===== config.mk =====
export PLATFORM = sky130hd
export DESIGN_NAME = n_wb_arbiter
export DESIGN_NICKNAME = d
export VERILOG_FILES = /design/src/rtl/n_wb_arbiter_pkg.sv /design/src/rtl/n_wb_fifo.sv /design/src/rtl/n_wb_arbiter.sv
export SDC_FILE = /design/constraint.sdc
export NUM_CORES = 1
export LEC_CHECK = 0
export ABC_AREA = 1
export CAP_MARGIN = 20
export CELL_PAD_IN_SITES_DETAIL_PLACEMENT = 0
export CELL_PAD_IN_SITES_GLOBAL_PLACEMENT = 1
export CORE_MARGIN = 1.5
export CORE_UTILIZATION = 35
export CTS_CLUSTER_SIZE = 40
export DETAILED_ROUTE_END_ITERATION = 16
export PLACE_DENSITY = 0.76
export SYNTH_ARGS = -nofsm -noshare
export SYNTH_HDL_FRONTEND = slang
export SYNTH_SLANG_ARGS = --single-unit

===== constraint.sdc =====
create_clock -name clk_i -period 4.7 [get_ports clk_i]
set_input_delay 0.705 -clock clk_i [delete_from_list [all_inputs] [get_ports clk_i]]
set_output_delay 0.705 -clock clk_i [all_outputs]
set_load 0.01 [all_outputs]

===== src/rtl/n_wb_arbiter_pkg.sv =====
// Shared widths, select encodings and grant type for the NPU write-back arbiter.
// Stands in for the legacy defs.v constants (`Sel_NPU_ALU, register address/data widths).
package n_wb_arbiter_pkg;

    localparam int   REG_ADDR_W  = 5;
    localparam int   REG_DATA_W  = 8;
    localparam logic SEL_NPU_ALU = 1'b1;
    localparam logic SEL_CPU_ALU = 1'b0;

    typedef enum logic [1:0] {
        GNT_NONE   = 2'd0,
        GNT_CPU    = 2'd1,
        GNT_FIFO   = 2'd2,
        GNT_BYPASS = 2'd3
    } grant_e;

endpackage


===== src/rtl/n_wb_fifo.sv =====
// NPU write buffer: circular FIFO of (address, data) with per-entry address match.
module n_wb_fifo
    import n_wb_arbiter_pkg::*;
#(
    parameter int DEPTH = 4
) (
    input  logic                  clk_i,
    input  logic                  rst_n_i,
    input  logic                  push_i,
    input  logic [REG_ADDR_W-1:0] push_addr_i,
    input  logic [REG_DATA_W-1:0] push_data_i,
    input  logic                  pop_i,
    input  logic [REG_ADDR_W-1:0] match_addr_i,
    output logic [REG_ADDR_W-1:0] head_addr_o,
    output logic [REG_DATA_W-1:0] head_data_o,
    output logic [3:0]            count_o,
    output logic [DEPTH-1:0]      match_o
);
    localparam int PTR_W = $clog2(DEPTH);

    logic [PTR_W-1:0]      r_wr_ptr;
    logic [PTR_W-1:0]      r_rd_ptr;
    logic [3:0]            r_count;
    logic [REG_ADDR_W-1:0] r_addr [DEPTH];
    logic [REG_DATA_W-1:0] r_data [DEPTH];
    logic [PTR_W-1:0]      w_off;

    always_ff @(posedge clk_i or negedge rst_n_i) begin
        if (!rst_n_i) begin
            r_wr_ptr <= '0;
            r_rd_ptr <= '0;
            r_count  <= '0;
        end else begin
            if (push_i) r_wr_ptr <= r_wr_ptr + PTR_W'(1);
            if (pop_i)  r_rd_ptr <= r_rd_ptr + PTR_W'(1);
            case ({push_i, pop_i})
                2'b10:   r_count <= r_count + 4'd1;
                2'b01:   r_count <= r_count - 4'd1;
                default: ;
            endcase
        end
    end

    // Payload storage needs no reset; validity is tracked by the pointers and count.
    always_ff @(posedge clk_i) begin
        if (push_i) begin
            r_addr[r_wr_ptr] <= push_addr_i;
            r_data[r_wr_ptr] <= push_data_i;
        end
    end

    // An entry is live when its distance from the read pointer is below the count.
    always_comb begin
        w_off   = '0;
        match_o = '0;
        for (int i = 0; i < DEPTH; i++) begin
            w_off      = PTR_W'(i) - r_rd_ptr;
            match_o[i] = (4'(w_off) < r_count) && (r_addr[i] == match_addr_i);
        end
    end

    assign head_addr_o = r_addr[r_rd_ptr];
    assign head_data_o = r_data[r_rd_ptr];
    assign count_o     = r_count;

endmodule


===== src/rtl/n_wb_arbiter.sv =====
// Register-file write-port arbiter between CPU ALU writes and buffered NPU writes.
// Define NPU_WB_STARVE_EN to enable forced draining of an NPU write waiting MAX_WAIT cycles.
module n_wb_arbiter
    import n_wb_arbiter_pkg::*;
#(
    parameter int FIFO_DEPTH = 4,
    parameter int MAX_WAIT   = 8
) (
    input  logic                  clk_i,
    input  logic                  rst_n_i,
    input  logic                  en_w_reg_i,
    input  logic [REG_ADDR_W-1:0] w_reg_addr_1_i,
    input  logic [REG_DATA_W-1:0] w_reg_data_1_i,
    input  logic                  en_w_reg_npu_i,
    input  logic [REG_ADDR_W-1:0] w_reg_addr_npu_i,
    input  logic [REG_DATA_W-1:0] w_reg_data_npu_i,
    output logic                  npu_ready_o,
    output logic                  cpu_stall_o,
    output logic                  en_w_reg_o,
    output logic [REG_ADDR_W-1:0] w_reg_addr_1_o,
    output logic [REG_DATA_W-1:0] w_reg_data_1_o,
    output logic                  npu_alu_sel_o,
    output logic [3:0]            fifo_count_o
);
    if (FIFO_DEPTH < 2 || FIFO_DEPTH > 8 || (FIFO_DEPTH & (FIFO_DEPTH - 1)) != 0)
        $error("FIFO_DEPTH must be a power of two in 2..8");
    if (MAX_WAIT < 1)
        $error("MAX_WAIT must be at least 1");

    logic [3:0]            w_count;
    logic [REG_ADDR_W-1:0] w_head_addr;
    logic [REG_DATA_W-1:0] w_head_data;
    logic [FIFO_DEPTH-1:0] w_match;
    logic                  w_empty;
    logic                  w_ready;
    logic                  w_hazard;
    logic                  w_force;
    logic                  w_push;
    logic                  w_pop;
    grant_e                w_grant;

    assign w_empty  = (w_count == 4'd0);
    assign w_ready  = rst_n_i && (w_count < 4'(FIFO_DEPTH));
    assign w_hazard = en_w_reg_i && (|w_match);

`ifdef NPU_WB_STARVE_EN
    localparam int WAIT_W = $clog2(MAX_WAIT + 1);
    logic [WAIT_W-1:0] r_wait_cnt;

    assign w_force = !w_empty && (r_wait_cnt == WAIT_W'(MAX_WAIT));

    always_ff @(posedge clk_i or negedge rst_n_i) begin
        if (!rst_n_i)
            r_wait_cnt <= '0;
        else if (w_pop || w_empty)
            r_wait_cnt <= '0;
        else if (r_wait_cnt != WAIT_W'(MAX_WAIT))
            r_wait_cnt <= r_wait_cnt + WAIT_W'(1);
    end
`else
    assign w_force = 1'b0;
`endif

    // FORCE and address hazards both fall through to draining the FIFO head.
    always_comb begin
        w_grant = GNT_NONE;
        if (en_w_reg_i && !w_force && !w_hazard)
            w_grant = GNT_CPU;
        else if (!w_empty)
            w_grant = GNT_FIFO;
        else if (en_w_reg_npu_i)
            w_grant = GNT_BYPASS;
    end

    assign w_pop  = rst_n_i && (w_grant == GNT_FIFO);
    assign w_push = en_w_reg_npu_i && w_ready && (w_grant != GNT_BYPASS);

    n_wb_fifo #(
        .DEPTH (FIFO_DEPTH)
    ) u_fifo (
        .clk_i        (clk_i),
        .rst_n_i      (rst_n_i),
        .push_i       (w_push),
        .push_addr_i  (w_reg_addr_npu_i),
        .push_data_i  (w_reg_data_npu_i),
        .pop_i        (w_pop),
        .match_addr_i (w_reg_addr_1_i),
        .head_addr_o  (w_head_addr),
        .head_data_o  (w_head_data),
        .count_o      (w_count),
        .match_o      (w_match)
    );

    always_comb begin
        en_w_reg_o     = 1'b0;
        w_reg_addr_1_o = '0;
        w_reg_data_1_o = '0;
        npu_alu_sel_o  = SEL_CPU_ALU;
        if (rst_n_i) begin
            unique case (w_grant)
                GNT_CPU: begin
                    en_w_reg_o     = 1'b1;
                    w_reg_addr_1_o = w_reg_addr_1_i;
                    w_reg_data_1_o = w_reg_data_1_i;
                end
                GNT_FIFO: begin
                    en_w_reg_o     = 1'b1;
                    w_reg_addr_1_o = w_head_addr;
                    w_reg_data_1_o = w_head_data;
                    npu_alu_sel_o  = SEL_NPU_ALU;
                end
                GNT_BYPASS: begin
                    en_w_reg_o     = 1'b1;
                    w_reg_addr_1_o = w_reg_addr_npu_i;
                    w_reg_data_1_o = w_reg_data_npu_i;
                    npu_alu_sel_o  = SEL_NPU_ALU;
                end
                default: ;
            endcase
        end
    end

    assign cpu_stall_o  = rst_n_i && en_w_reg_i && (w_grant != GNT_CPU);
    assign npu_ready_o  = w_ready;
    assign fifo_count_o = w_count;

endmodule


==> reports/qor.yml <==
final-instance-count-excl-fill: 559
status: "complete, no violations"
powerDensity_nw_per_um2: 465
postSynth.asyncResetShare: 0.133
power.share.clock: 0.197
dp.cells: 543
crit_buf_inv: 5
p_int_w: 0.00119
syn_area_per_cell_um2: 9.16
initial_utilization: 0.364
leakagePower_nw: 1.76
path_max_fanout: 16
worstPathRequired_ps: 3990
ys_warn_count: 0
synthMuxAreaShare: 0
wire_per_inst_um: 15.0
tns_ps: 0
worstPathCellList: "inv_2, nand2_1, nand2_1, inv_1, ha_1, a21o_1, nand2_1, nand4_1, nand3_2, buf_4, nand3_1, nand3_1, nand2_1, inv_1, clkdlybuf4s50_1"
synth_top_family_by_area: "simple AND/OR/NAND/NOR gates"
diodes: 0
period_minus_slack_ps: 3950
hp-class: "reg -> reg"
synth_adder_area_share: 0.0407
path_clk_slew_ps: 60
place_congestion: 0.798
grt_max_degree: 24
syn_area_um2: 3380
postSynthCellCount: 369
critPathCaptureType: "output pin"
insertion_delay_ps: 320
synth_edf_count: 52
grt_pass1_wl_mm: 13.3
maxCapViolCount: 0
antenna_left: 0
ys_ff_latch: 60
highest_layer: "met4"
worst_slew_pin_slew_ps: 638
worstSetupPathType: "reg -> out"
num_vias: 2758
wl_met2_mm: 4.16
wl_met3_um: 251
arrival_ps: 3250
grt_pass1_vias: 2616
finalPower_w: 0.00196
die-area_um2: 10300
final_nets: 466
chipHeight_um: 101
drc: 0
crit_family: "buffers and inverters"
postCtsSetupBuffers: 0
post-route-period-util: 0.841
track_usage: 0.173
fp.coreArea_um2: 9280
drt_iter0_drc: 192
cpMostUsedCell: "nand2_1"
hold_viol: 0
synth_nets: 410
ys.flop_type: "edfxtp_1"
synthSimpleGateAreaFrac: 0.249
yosysTopAreaCell: "edfxtp_1"
vias_per_cell: 4.93
setup_viol: 0
ir_drop_uv: 183
relSlewSlack: 0.574
seqPwrFrac: 0.355
synth_top_area_share: 0.462
fin_skew_ps: 6.18
critical_path.slowest_cell: "clkdlybuf4s50_1"
portBuffers: 50
clk_path_buf_depth: 2
dr.pass1.iters: 6
slowest_delay_ps: 520
cts_resized: 0
htree_levels: 3
antenna_found_initial: 0
synth_seq_area_share: 0.521
cp-start-kind: "flip-flop"
drive_above_1_share: 0.102
ys_types: 29
comb_power_share: 0.449
numCtsBuffers: 9
synth_most_common_cell: "nand3_1"
fmax_mhz: 253
synth-compound-area-share: 0.0589
ctsHoldBuffers: 0
wl_met1_mm: 3.91
p_switching_w: 0.000768
wirelength_mm: 8.38
swShare: 0.392
rsz0062_at_grt: "no"
syn2layout_area_growth_pct: 24.7
yosys.area_share.xor_xnor: 0.0415
synth_common_cells: "87 x nand3_1, 59 x nand2_1, 52 x edfxtp_1"
clock-sinks: 60
drv_slew: 0
row_count: 35
ios: 51
cts-root-buf: "clkbuf_8"
grt-ovfl-total: 0
synth.area.top_cells: "edfxtp_1 46%, nand3_1 13%, nand2_1 6.6%, dfrtp_1 5.9%, inv_1 4.8%"
hpwl_mm: 5.84
setup.reg_to_reg.worst_slack_ps: 1350
cts_tree: "built"
die_w_um: 101
[area by class of cell]
class,count,area (µm²)
clock buffer,9,124
clock inverter,7,43.8
fill,949,5070
inverter,51,191
multi-input combinational,238,1320
sequential,60,1760
tap,129,161
timing repair buffer,65,613
[through the flow]
stage	utilization	instance area, µm²	setup WS, ps	hold WS, ps
after floorplan	-	3380	1580	409
after global placement	0.436	4050	822	512
after detailed placement	0.436	4050	790	529
after CTS	0.454	4210	702	544
after global routing	0.454	4210	481	599
final	0.454	4210	747	545
[kinds of logic (layout without fill, tap and decap cells)]
family	Yosys count	in the layout
xor+xnor	16	16
flops	60	60
buf+inv	71	132
compound gates	29	29
fa+ha+maj	11	11
simple gates	182	182
[sequential cells by signal (all words and copies together) (netlist names)]
name / cells
u_fifo.r_wr_ptr: 2
u_fifo.r_data: 32
u_fifo.r_rd_ptr: 2
u_fifo.count_o: 4
u_fifo.r_addr: 20
[routing by layer]
layer,global-route usage,up-vias
met5,0,-
met4,0.0449,0
met3,0.0304,7
met2,0.304,56
met1,0.220,1327
li1,-,1368
[power by group through the flow]
stage                     clock network, W  registers, W  logic, W
final                             0.000385      0.000695  0.000879
after detailed placement                 0      0.000705  0.000880
after floorplan                          0      0.000699  0.000560
after CTS                         0.000394      0.000695  0.000886
after global placement                   0      0.000703  0.000865
after global routing              0.000418      0.000704  0.000977
[worst register-to-register path, cell delays in order, from the launching register on]
cell and delay (ps):
dfrtp_1 470, buf_4 330, inv_1 80, ha_1 290, inv_1 60, nand2_1 60, nand2_1 60, nand2_1 50
nand2_1 80, nor2_2 50, nor2_4 130, nand3_2 160, nand2_1 170, nand3_2 170, ha_1 270, nand2_1 70
inv_1 50, nor2_1 130, ha_1 160, a21oi_1 40, a21oi_1 140, o21ai_0 90, o21a_1 110
[cell usage in the layout (no fill, tap or decap), drive strengths merged]
master / instances
nand3: 90
nand2: 59
edfxtp: 52
inv: 51
clkdlybuf4s50: 50
nor2: 28
buf: 15
a22oi: 13
xnor2: 11
ha: 11
clkbuf: 9
dfrtp: 8
clkinv: 6
xor2: 5
a21oi: 4
o211ai: 4
o21ai: 4
nand4: 3
nor3: 1
a21o: 1
o221ai: 1
nor3b: 1
o31ai: 1
o21a: 1
clkinvlp: 1
[final timing paths]
path	start	endpoint	cells past startpoint
setup reg to reg	u_fifo.r_rd_ptr[1]$_DFFE_PN0P_	u_fifo.count_o[2]$_DFFE_PN0P_	22
hold reg to reg	u_fifo.r_wr_ptr[0]$_DFFE_PN0P_	u_fifo.r_wr_ptr[0]$_DFFE_PN0P_	2
max in group asynchronous	rst_n_i	u_fifo.count_o[1]$_DFFE_PN0P_	2
min in group asynchronous	rst_n_i	u_fifo.r_wr_ptr[1]$_DFFE_PN0P_	2
setup / recovery	u_fifo.r_rd_ptr[0]$_DFFE_PN0P_	w_reg_data_1_o[6]	15
hold / removal	u_fifo.r_wr_ptr[0]$_DFFE_PN0P_	u_fifo.r_wr_ptr[0]$_DFFE_PN0P_	2
Power figures use the tool's default switching activity.
